--- config.mk ---
export PLATFORM = sky130hd
export DESIGN_NAME = change_dispenser
export DESIGN_NICKNAME = d
export VERILOG_FILES = /design/src/rtl/change_dispenser.sv
export SDC_FILE = /design/constraint.sdc
export NUM_CORES = 1
export LEC_CHECK = 0
export CORE_UTILIZATION = 45
export DETAILED_ROUTE_END_ITERATION = 10
export PLACE_DENSITY = 0.76
export SETUP_SLACK_MARGIN = 0.4
export SLEW_MARGIN = 20
export SYNTH_ARGS = -nofsm -noshare
export SYNTH_HDL_FRONTEND = slang
export SYNTH_SLANG_ARGS = --single-unit
--- constraint.sdc ---
create_clock -name clk -period 3 [get_ports clk]
set_clock_uncertainty 0.05 [all_clocks]
set_input_delay 0.6 -clock clk [delete_from_list [all_inputs] [get_ports clk]]
set_output_delay 0.6 -clock clk [all_outputs]
set_load 0.05 [all_outputs]
--- src/rtl/change_dispenser.sv ---
// change_dispenser -- returns change for one vending transaction as a stream
// of coins, largest denomination first, drawing on four finite coin stocks.
//
// Ports:
//   clk, reset          single clock, synchronous active-high reset
//   start               begin a transaction (only honoured in IDLE)
//   credit, price       16-bit amounts latched on an accepted start
//   refill              reload every stock to INIT_STOCK (only in IDLE)
//   coin_ack            downstream ejector took the presented coin
//   coin_valid          a coin is presented on coin_type
//   coin_type           00=500, 01=1000, 10=2000, 11=5000
//   busy                transaction in progress (SELECT/ISSUE/FINISH)
//   done                one-cycle pulse in FINISH
//   error               last transaction could not be paid out fully
//   change_left         change still owed
//   stock_*             coins held per denomination

// One coin stock: reload on reset/refill, count down on dispense, floor at 0.
module change_dispenser_stock #(
  parameter logic [3:0] INIT = 4'd10
) (
  input  logic       clk,
  input  logic       reset,
  input  logic       refill,
  input  logic       dec,
  output logic [3:0] count
);
  always_ff @(posedge clk) begin
    if (reset || refill)
      count <= INIT;
    else if (dec && count != 4'd0)
      count <= count - 4'd1;
  end
endmodule

module change_dispenser #(
  parameter logic [3:0] INIT_STOCK = 4'd10
) (
  input  logic        clk,
  input  logic        reset,
  input  logic        start,
  input  logic [15:0] credit,
  input  logic [15:0] price,
  input  logic        refill,
  input  logic        coin_ack,
  output logic        coin_valid,
  output logic [1:0]  coin_type,
  output logic        busy,
  output logic        done,
  output logic        error,
  output logic [15:0] change_left,
  output logic [3:0]  stock_500,
  output logic [3:0]  stock_1000,
  output logic [3:0]  stock_2000,
  output logic [3:0]  stock_5000
);

  typedef enum logic [1:0] {IDLE, SELECT, ISSUE, FINISH} state_t;

  // Indexed by coin_type code.
  localparam logic [3:0][15:0] COIN_VAL = {16'd5000, 16'd2000, 16'd1000, 16'd500};

  state_t           state, state_n;
  logic [3:0][3:0]  stock;
  logic [3:0]       dec;
  logic             do_refill;
  logic [15:0]      change_n;
  logic [1:0]       type_n;
  logic             error_n;
  logic             found;
  logic [1:0]       pick;

  for (genvar g = 0; g < 4; g++) begin : g_stock
    change_dispenser_stock #(.INIT(INIT_STOCK)) u_stock (
      .clk    (clk),
      .reset  (reset),
      .refill (do_refill),
      .dec    (dec[g]),
      .count  (stock[g])
    );
  end

  assign stock_500  = stock[0];
  assign stock_1000 = stock[1];
  assign stock_2000 = stock[2];
  assign stock_5000 = stock[3];

  // Ascending scan: the last eligible denomination wins, i.e. the largest.
  always_comb begin
    found = 1'b0;
    pick  = 2'd0;
    for (int i = 0; i < 4; i++) begin
      if (stock[i] != 4'd0 && COIN_VAL[i] <= change_left) begin
        found = 1'b1;
        pick  = i[1:0];
      end
    end
  end

  always_comb begin
    state_n   = state;
    change_n  = change_left;
    type_n    = coin_type;
    error_n   = error;
    dec       = '0;
    do_refill = 1'b0;
    case (state)
      IDLE: begin
        // Refill lands on the same edge as start, so SELECT sees full stocks.
        do_refill = refill;
        if (start) begin
          if (credit < price) begin
            error_n  = 1'b1;
            change_n = '0;
            state_n  = FINISH;
          end else begin
            error_n  = 1'b0;
            change_n = credit - price;
            state_n  = SELECT;
          end
        end
      end
      SELECT: begin
        if (change_left == '0) begin
          state_n = FINISH;
        end else if (found) begin
          type_n  = pick;
          state_n = ISSUE;
        end else begin
          error_n = 1'b1;
          state_n = FINISH;
        end
      end
      ISSUE: begin
        if (coin_ack) begin
          dec[coin_type] = 1'b1;
          change_n       = change_left - COIN_VAL[coin_type];
          state_n        = SELECT;
        end
      end
      FINISH:  state_n = IDLE;
      default: state_n = IDLE;
    endcase
  end

  always_ff @(posedge clk) begin
    if (reset) begin
      state       <= IDLE;
      change_left <= '0;
      coin_type   <= 2'd0;
      error       <= 1'b0;
    end else begin
      state       <= state_n;
      change_left <= change_n;
      coin_type   <= type_n;
      error       <= error_n;
    end
  end

  assign coin_valid = (state == ISSUE);
  assign busy       = (state != IDLE);
  assign done       = (state == FINISH);

endmodule
# [Word level (Yosys, flattened, before mapping)]
# Cells that the tools add are included.
[totals] ff_bits=37 inputBits=37 word_cells=81
[op_classes] addsub=6 n_lt_le_gt_ge=7 eq_ne=7 muxes=29 bitwise_logic=1 n_reduce_logical=23
[ops] cell="$mux 16" count=4
[ops] cell="$bmux 16 s2" count=1
[ops] cell="$pmux 16 s2" count=1
[ops] cell="$sub 16x16->16" count=2
[ops] cell="$le 10x16->1 const A" count=1
[ops] cell="$le 11x16->1 const A" count=1
[ops] cell="$le 13x16->1 const A" count=1
[ops] cell="$le 9x16->1 const A" count=1
[ops] cell="$logic_not 16->1" count=1
[ops] cell="$lt 16x16->1" count=1
[ops] cell="$reduce_bool 4->1" count=4
[ops] cell="$sub 4x1->4 const B" count=4
[ops] cell="$mux 1" count=13
[ops] cell="$mux 2" count=5
[ops] cell="$logic_and 1x1->1" count=9
[ops] cell="$mux 4" count=2
[ops] cell="$ne 2x2->1 const B" count=4
[ops] cell="$pmux 2 s4" count=1
[ops] cell="$reduce_and 3->1" count=2
[ops] cell="$reduce_bool 2->1" count=3
[ops] cell="$eq 2x2->1 const B" count=2
[ops] cell="$reduce_and 4->1" count=1
[ops] cell="$lt 2x3->1 const B" count=1
[ops] cell="$demux 1 s2" count=1
[ops] cell="7 further kinds" count=7

# [Logic depth before layout (Yosys ltp)]
# Gate-level depths: netlist of the first run.
[logic_depth] word_depth=9 ltp_mapped=12

# [Hierarchy]
# From an unflattened synthesis of the first run, not the netlist that was laid out.
[hier_totals] hier_cells=451 area_unflattened_um2=3594.7
[modules_own_cells] module="change_dispenser" instances=1 cells_each=359 area_each_um2=2693.8
[modules_own_cells] module="change_dispenser_stock" instances=4 cells_each=23 area_each_um2=225.2

# [Worst setup path after synthesis of the first run]
# OpenSTA, ideal clock, no wires.
[synth_timing] kind="input-to-reg" from="input credit[0]" to="register change_left[5]" setup_time_ps=133 arrival_time_ps=2497 path_slack_ps=320 path_stages=12 cell_sequence="inv_1 ha_1 inv_1 fa_1 a211oi_1 o21bai_1 o21ai_1 a21oi_1 and2_1 buf_2 a221oi_1 nor3_1"
[synth_between] elab_chain_cells=4 word_cells_on_any_way=5
[synth_rtl] element="start: declaration" line_no="42" source="input logic [15:0] credit,"
[synth_rtl] element="$sub 16x16->16 / $lt 16x16->1 (equally long branches)" line_no="118, 112"
[synth_rtl] element="$mux 16 (*)" line_no="112" source="if (credit < price) begin"
[synth_rtl] element="$mux 16 (*)" line_no="111" source="if (start) begin"
[synth_rtl] element="$pmux 16 s2 (*)" line_no="107" source="case (state)"
[synth_rtl] element="end signal: assignment" line_no="154" source="change_left <= change_n;"
[synth_rtl] element="end: declaration" line_no="51" source="output logic [15:0] change_left,"
# Mark *: on every way between the ends. The rest lies on a longest branch, timed or not. The select of a mux whose other input is x is not followed.
# A chain may end at the register's enable or synchronous reset.

# [Worst setup path in the final report of the first run]
[layout_timing] from="input price[0]" to="register state[1]"
[layout_between] elab_chain_cells=4
[layout_rtl] element="start: declaration" line_no="43" source="input logic [15:0] price,"
[layout_rtl] element="$lt 16x16->1" line_no="112"
[layout_rtl] element="$mux 2" line_no="112"
[layout_rtl] element="$mux 2" line_no="111"
[layout_rtl] element="$pmux 2 s4" line_no="107"
[layout_rtl] element="end signal: assignment" line_no="153" source="state <= state_n;"
[layout_rtl] element="end: declaration" line_no="63" source="state_t state, state_n;"
# No other way between the ends. The select of a mux whose other input is x is not followed.

==> results.md, run 1 <==
- Gr ovfl total: 0
- Sequential area share after synthesis: 0.239
- Post-CTS Hold Fix Bufs: 0
- Cells after synthesis: 414
- Fin crit share: 0.832
- # Max-Cap Violations: 0
- Core area: 6490 µm²
- Slew HR: 0.524
- Max layer used: met4
- Drt pass-1 iters: 6
- Num ports: 75
- Crit path buffers/inverters: 4
- Yosys warns: 0
- Slowest cell on the critical path: fa_2
- Setup CP Type: input pin to register
- Routed vias: 3347
- Cells on worst reg2reg path: 10
- Slew @ Worst Pin: about 0.7 ns
- # diodes: 0
- Levels on crit path: 13
- Largest stage delay on the critical path: around 0.36 ns
- Root buffer cell: clkbuf_8
- Post-synth top flop: dfxtp_1
- Initial antenna violation count: 0
- CTS Sinks: 37
- Metal3 WL: 574 µm
- Netlist cell types: 54
- Post-synthesis register bit count: 37
- Setup WS pre-CTS: -0.121 ns
- Worst Setup EP: state[1]$_SDFFE_PP0P_
- Syn_area_per_cell: 7.50 µm²
- EDFF count, synth: 0
- Slew Limit Fails: 0
- Port bufs: 74
- Vias per cell: 5.76
- DR DRC count: 0
- Layout cells sized above 1: 0.155
- Layout area overhead: 41.5%
- Met2 Wirelength: roughly 4300 µm
- Start point of the critical path: price[0]
- CTS tree: built
- Status: complete, no violations
- Routability Congestion: 0.939
- First-pass GRT wire length: 14300 µm
- Initial DRC count: approximately 250
- R2R setup slack: 0.52 ns
- CP Cell Sequence: dlygate4sd2_1 > ha_2 > inv_2 > fa_2 > a211oi_4 > o21bai_2 > o21ai_2 > a21oi_2 > buf_4 > buf_4 > nor3b_1 > nor3_1 > nor2_1
- Count leader, synth: nor2_1
- Hold Crit Class: register to register
- RSZ-0062 raised after global routing: false
- CTS Buf Count: 5
- Layout filler cell count: between 500 and 600
- Worst VDD drop: approximately 210 µV
- Largest cells by area after synthesis: dfxtp_1, ha_1, nor2_1
- Top-area cell type share of the netlist area: 0.239
- Final setup viols: 0
- Cell area power density: just over 500 nW/µm²
- WP data arrival: 2.68 ns
- DP HPWL: 6630 µm
- Die height: 85.0 µm
- CP dominant cell by count: buf_4
- Clock Latency Late Sink: roughly 0.3 ns
- R2R Path Start: change_left[2]$_SDFFE_PP0P_
- Final Hold Viols: 0
- Crit path time final: 2.50 ns
- Setup slack after layout: 0.504 ns
- CP top delay family: compound AO/OA/AOI/OAI gates
- Die Wd: 85.0 µm
- Total die area: 7230 µm²
- RR Endpoint: change_left[12]$_SDFFE_PP0P_
- Clock-pin transition on the worst setup and hold timing paths: 0.07 ns
- Critical path endpoint category: register
- CP max FO: 3
- Hold Path Depth: 2
- Initial Util: 0.478
- CP Data Required Time: 3.19 ns
- Leakage: 1.83 nW
- Post-synth top cells: nor2_1, nand2_1, dfxtp_1
- Vias in the first global route: around 3100
- Post-Synthesis Net Count: slightly below 500
- Layout Nets: 574
- H-tree Lvls: 2
- Drt total wl: 9030 µm
- Row count: 29
- Mapped cell area: between 3000 and 4000 µm²
- ANT nets after route: 0
- Setup crit start kind: input pin
- Clk buf depth: 2
- DRT met1 WL: 3830 µm
- Synth area leader: dfxtp_1
- Pin count of the biggest net entering global routing: 24
- Util after Layout: 0.676
- DR WL/cell: approximately 16 µm
- Post-synth ARST share: 0
- GRT Total Usage: 0.247
- Max Fclk: approximately 0.40 GHz
- Power Total: 0.00222 W
==> where the power goes <==
group          internal (W)  total [W]  switching, W
registers          0.000539   0.000627     0.0000881
clock network      0.000250   0.000442      0.000192
logic              0.000483    0.00115      0.000669
==> metrics by stage <==
| step | hold WS, ns | std cells | setup TNS (ns) | area (µm²) |
|---|---|---|---|---|
| floorplan | 0.472 | 414 | 0 | 3110 |
| global placement | 0.432 | 568 | -0.362 | 4020 |
| finish | 0.468 | 581 | 0 | 4390 |
| detailed placement | 0.436 | 568 | -0.957 | 4020 |
| global route | 0.503 | 581 | 0 | 4390 |
| CTS | 0.448 | 577 | 0 | 4220 |
==> placed cells by master, fill, tap and decap left out, types with 3 or more instances in the layout <==
cell,instances
and3_1,5
xor2_1,16
clkdlybuf4s50_1,67
o21ai_1,10
dfxtp_1,35
a21oi_1,26
clkbuf_8,5
buf_4,20
o211ai_1,4
nand3_1,5
inv_2,6
dlymetal6s2s_1,5
nand2b_1,6
inv_1,29
xnor2_1,15
nand2_1,42
a21o_1,4
o21ai_0,10
ha_1,23
o21ai_2,3
ha_4,7
a211oi_1,3
a21oi_2,4
nor2_1,49
a311oi_1,3
nand4_1,4
nor2b_1,4
nor3_1,18
and2_1,3
a221oi_2,8
a22oi_1,5
o21a_1,4
a31oi_1,5
==> worst min path at each step <==
stage                                            from                          end  slack, ns
after floorplan                 state[0]$_SDFFE_PP0P_        state[0]$_SDFFE_PP0P_       0.47
after global placement    change_left[1]$_SDFFE_PP0P_  change_left[1]$_SDFFE_PP0P_       0.43
after detailed placement  change_left[1]$_SDFFE_PP0P_  change_left[1]$_SDFFE_PP0P_       0.44
after CTS                 change_left[1]$_SDFFE_PP0P_  change_left[1]$_SDFFE_PP0P_       0.45
after global routing      change_left[1]$_SDFFE_PP0P_  change_left[1]$_SDFFE_PP0P_       0.50
final                     change_left[1]$_SDFFE_PP0P_  change_left[1]$_SDFFE_PP0P_       0.47
==> sequential cells by signal (all words and copies together) (netlist names) <==
signal / count
error: 1
g_stock.u_stock.count: 16
change_left: 16
coin_type: 2
state: 2
==> area by class of cell <==
type	count	area (µm²)	area share
clock buffer	6	72.6	0.0165
tap	77	96.3	0.0219
timing repair buffer	95	908	0.207
inverter	35	131	0.0299
multi-input combinational	329	2400	0.546
clock inverter	2	38.8	0.00884
sequential	37	743	0.169
==> cells by family after synthesis <==
| logic type | synth area share |
|---|---|
| AND/OR/NAND/NOR | 0.245 |
| AO/OA/AOI/OAI | 0.222 |
| buffers and inverters | 0.0589 |
| flip-flops | 0.239 |
| adder cells (fa/ha/maj) | 0.142 |
| XOR/XNOR | 0.0875 |
| multiplexers | 0.00645 |
==> per-layer routing <==
layer | GRT usage | up-vias
li1 | - | 1642
met1 | 0.307 | 1512
met2 | 0.416 | 155
met3 | 0.0438 | 38
met4 | 0.112 | 0
met5 | 0 | -
==> worst reg2reg max path, delay by kind of cell (launching register included) <==
| kind | cells | cell delay, ns |
|---|---|---|
| xor gates and xnor gates | 1 | 0.17 |
| adders and majority gates | 2 | 0.62 |
| DFF | 1 | 0.46 |
| and+or+nand+nor | 2 | 0.25 |
| AOI/OAI and AO/OA | 4 | 0.75 |
| buffers and inverters | 1 | 0.10 |
==> timing repair <==
item                       4_1_cts  5_1_grt
resized for setup               21       31
buffers inserted                 1        4
pin swaps                       11       15
setup endpoints to repair       16       17
Power figures use the tool's default switching activity.
==> run 2: changes to the inputs <==
==> constraint.sdc (replaced) <==
create_clock -name clk -period 2.3 [get_ports clk]
set_clock_uncertainty 0.05 [all_clocks]
set_input_delay 0.46 -clock clk [delete_from_list [all_inputs] [get_ports clk]]
set_output_delay 0.46 -clock clk [all_outputs]
set_load 0.05 [all_outputs]
==> run 2 against run 1 <==
Against the previous run:
- largest power group unchanged
- final cell count increased by 10%
- largest cell class unchanged
- flip-flop and latch count stayed put
- the run now ends with negative setup slack left
- combinational power up 80%
- setup slack lost 0.56 ns
- highest routed layer unchanged
==> results.md, run 2 (synthesis gave the netlist of run 1 again) <==
- Finished Layout Cells: 642 (+10%)
- Placed inst area: 4430 µm² (+10%)
- Leakage: 2.29 nW (+25%)
- Failing checks: negative setup slack
- Pin count of the biggest net entering global routing: 24 (unchanged)
- # Max-Cap Violations: 0 (unchanged)
- Port bufs: 74 (unchanged)
- Dpl cells: 606 (+6.7%)
- Final Hold Viols: 0 (unchanged)
- Initial Util: 0.478 (unchanged)
- Routability Congestion: 0.885 (-5.7%)
- Slew @ Worst Pin: 0.550 ns (-0.164 ns)
- Die height: 85.0 µm (unchanged)
- Cell area after layout: 5220 µm² (+19%)
- Vias per cell: 5.87 (+1.9%)
- DR WL/cell: 17.6 µm (+13%)
- Critical path endpoint category: register
- Core area: 6490 µm² (unchanged)
- Worst Hold Launch: g_stock[0].u_stock.count[3]$_SDFFE_PP1P_
- Slew HR: 0.632 (+0.109)
- Cells on worst reg2reg path: 10 (unchanged)
- Routed vias: 3767 (+13%)
- Clock Latency Late Sink: 0.30 ns (about the same)
- Clk buf depth: 2 (unchanged)
- Top flop regs: change_left x16, g_stock.u_stock.count x16
- Layout Nets: 636 (+11%)
- Total die area: 7230 µm² (unchanged)
- Hold Path Depth: 2 (unchanged)
- RR Endpoint: change_left[12]$_SDFFE_PP0P_
- Setup crit start kind: register
- Worst VDD drop: 324 µV (+53%)
- Drt pass-1 iters: 5 (-1)
- Setup WS pre-CTS: -0.792 ns (-0.670 ns)
- RSZ-0062 raised after global routing: true
- Layout cells sized above 1: 0.412 (+0.258)
- H-tree Lvls: 2 (unchanged)
- Cell area power density: 643 nW/µm² (+27%)
- Hold Crit Class: register to register
- Gr ovfl total: 0 (unchanged)
- CP max FO: 4 (+1)
- CTS tree: built
- Setup CP Type: register to register
- Max Fclk: ~0.43 GHz
- Clock-pin transition on the worst setup and hold timing paths: 0.08 ns (about the same)
- Crit path time final: 2.35 ns
- CP Data Required Time: 2.46 ns (-0.73 ns)
- DP HPWL: 7260 µm (+9.5%)
- Initial antenna violation count: 0 (unchanged)
- Root buffer cell: clkbuf_8
- R2R setup slack: -0.05 ns (-0.57 ns)
- Slew Limit Fails: 0 (unchanged)
- R2R Path Start: coin_type[0]$_SDFFE_PP0P_
- Die Wd: 85.0 µm (unchanged)
- Reg area: 781 µm² (+5.1%)
- Row count: 29 (unchanged)
- Num ports: 75 (unchanged)
- Most frequent cells in the layout: buf_4, dlygate4sd2_1, nor2_1
- Final setup viols: 4 (+4)
- Status: finished, violations left
- Commonest non-fill, non-tap cell in the layout: buf_4
- ANT nets after route: 0 (unchanged)
- GRT Total Usage: 0.304 (+0.0565)
- Multi-input logic area: 2820 µm² (+18%)
- CTS Sinks: 37 (unchanged)
- CTS Buf Count: 5 (unchanged)
- Drt total wl: 11300 µm (+25%)
- Layout area overhead: 68.1%
- Layout filler cell count: 426 (-22%)
- Hold endpoint: g_stock[0].u_stock.count[3]$_SDFFE_PP1P_
- # diodes: 0 (unchanged)
- DR DRC count: 0 (unchanged)
- First-pass GRT wire length: 17600 µm (+23%)
- Setup slack after layout: -0.0515 ns (-0.556 ns)
- Vias in the first global route: 3777 (+21%)
- WP data arrival: 2.51 ns (-0.17 ns)
- Initial DRC count: 251 (-1.2%)
- Fin crit share: 1.02
[run 2: changes by cell type in the layout (fill, tap and decap cells not counted), moves of 9 or more]
| cell | before | now |
|---|---|---|
| inv_1 | 29 | 15 |
| clkdlybuf4s50_1 | 67 | 4 |
| dfxtp_1 | 35 | 19 |
| buf_4 | 20 | 76 |
| dlygate4sd2_1 | 1 | 54 |
| ha_1 | 23 | 12 |
| dfxtp_2 | 2 | 11 |
| a21oi_1 | 26 | 17 |
| inv_2 | 6 | 18 |
| ha_4 | 7 | 19 |
[run 2: through the flow]
stage,util,hold slack (ns),total power [W],TNS [ns]
finish,0.803,0.477,0.00335,-0.0945
global route,0.803,0.493,0.00352,-0.376
CTS,0.770,0.478,0.00310,-0.0399
detailed placement,0.683,0.460,0.00240,-12.20
global placement,0.683,0.423,0.00235,-11.33
floorplan,-,0.472,0.00182,-0.551
[run 2: timing repair]
item	in CTS	in global routing
gates cloned	1	0
setup buffers	15	13
setup endpoints to repair	57	27
pin swaps	62	48
hold buffers	0	0
gates resized for setup	179	40
[run 2: layout make-up]
type,instances,share of cell area
Clock buffer,6,0.0139
Clock inverter,1,0.000720
Inverter,35,0.0286
Multi-Input combinational cell,330,0.541
Sequential cell,37,0.150
Tap cell,77,0.0185
Timing Repair Buffer,156,0.248
[run 2: routing by layer]
metal / vias up / GRT usage / part of all wire
met5: - / 0 / 0
met4: 0 / 0.174 / 0.046
met3: 45 / 0.0418 / 0.050
met2: 154 / 0.559 / 0.51
met1: 1799 / 0.332 / 0.39
li1: 1769 / - / -
[run 2: how the worst max path moves through the flow]
stage | from | end | slack [ns] | depth (start not counted)
2_1_floorplan | credit[0] | change_left[5]$_SDFFE_PP0P_ | -0.11 | 12
3_3_place_gp | credit[0] | change_left[4]$_SDFFE_PP0P_ | -0.73 | 12
3_5_place_dp | credit[0] | change_left[4]$_SDFFE_PP0P_ | -0.79 | 12
4_1_cts | coin_type[1]$_SDFFE_PP0P_ | change_left[14]$_SDFFE_PP0P_ | -0.04 | 10
5_1_grt | coin_type[0]$_SDFFE_PP0P_ | change_left[12]$_SDFFE_PP0P_ | -0.12 | 10
6_report | coin_type[0]$_SDFFE_PP0P_ | change_left[12]$_SDFFE_PP0P_ | -0.05 | 10
[run 2: worst max-delay path, cell delays in order, from the launching register on]
cell	delay (ns)
dfxtp_4	0.39
nor2_4	0.06
ha_4	0.16
fa_2	0.39
nor2b_2	0.14
o31a_1	0.23
nor2b_2	0.08
o21ai_2	0.20
xor2_1	0.21
a21oi_1	0.09
a221oi_1	0.26
[run 2: power by group]
group          switching, W  internal (W)
combinational       0.00113      0.000942
clock              0.000235      0.000204
sequential         0.000129      0.000716
total               0.00149       0.00186
==> run 3: changes to the inputs <==
--- a/config.mk
+++ b/config.mk
@@ -5,6 +5,7 @@
 export SDC_FILE = /design/constraint.sdc
 export NUM_CORES = 1
 export LEC_CHECK = 0
+export CAP_MARGIN = 20
 export CORE_UTILIZATION = 45
 export DETAILED_ROUTE_END_ITERATION = 10
 export PLACE_DENSITY = 0.76
==> results of run 3 <==
No change in the layout: final DEF, timing and power equal those of run 2.
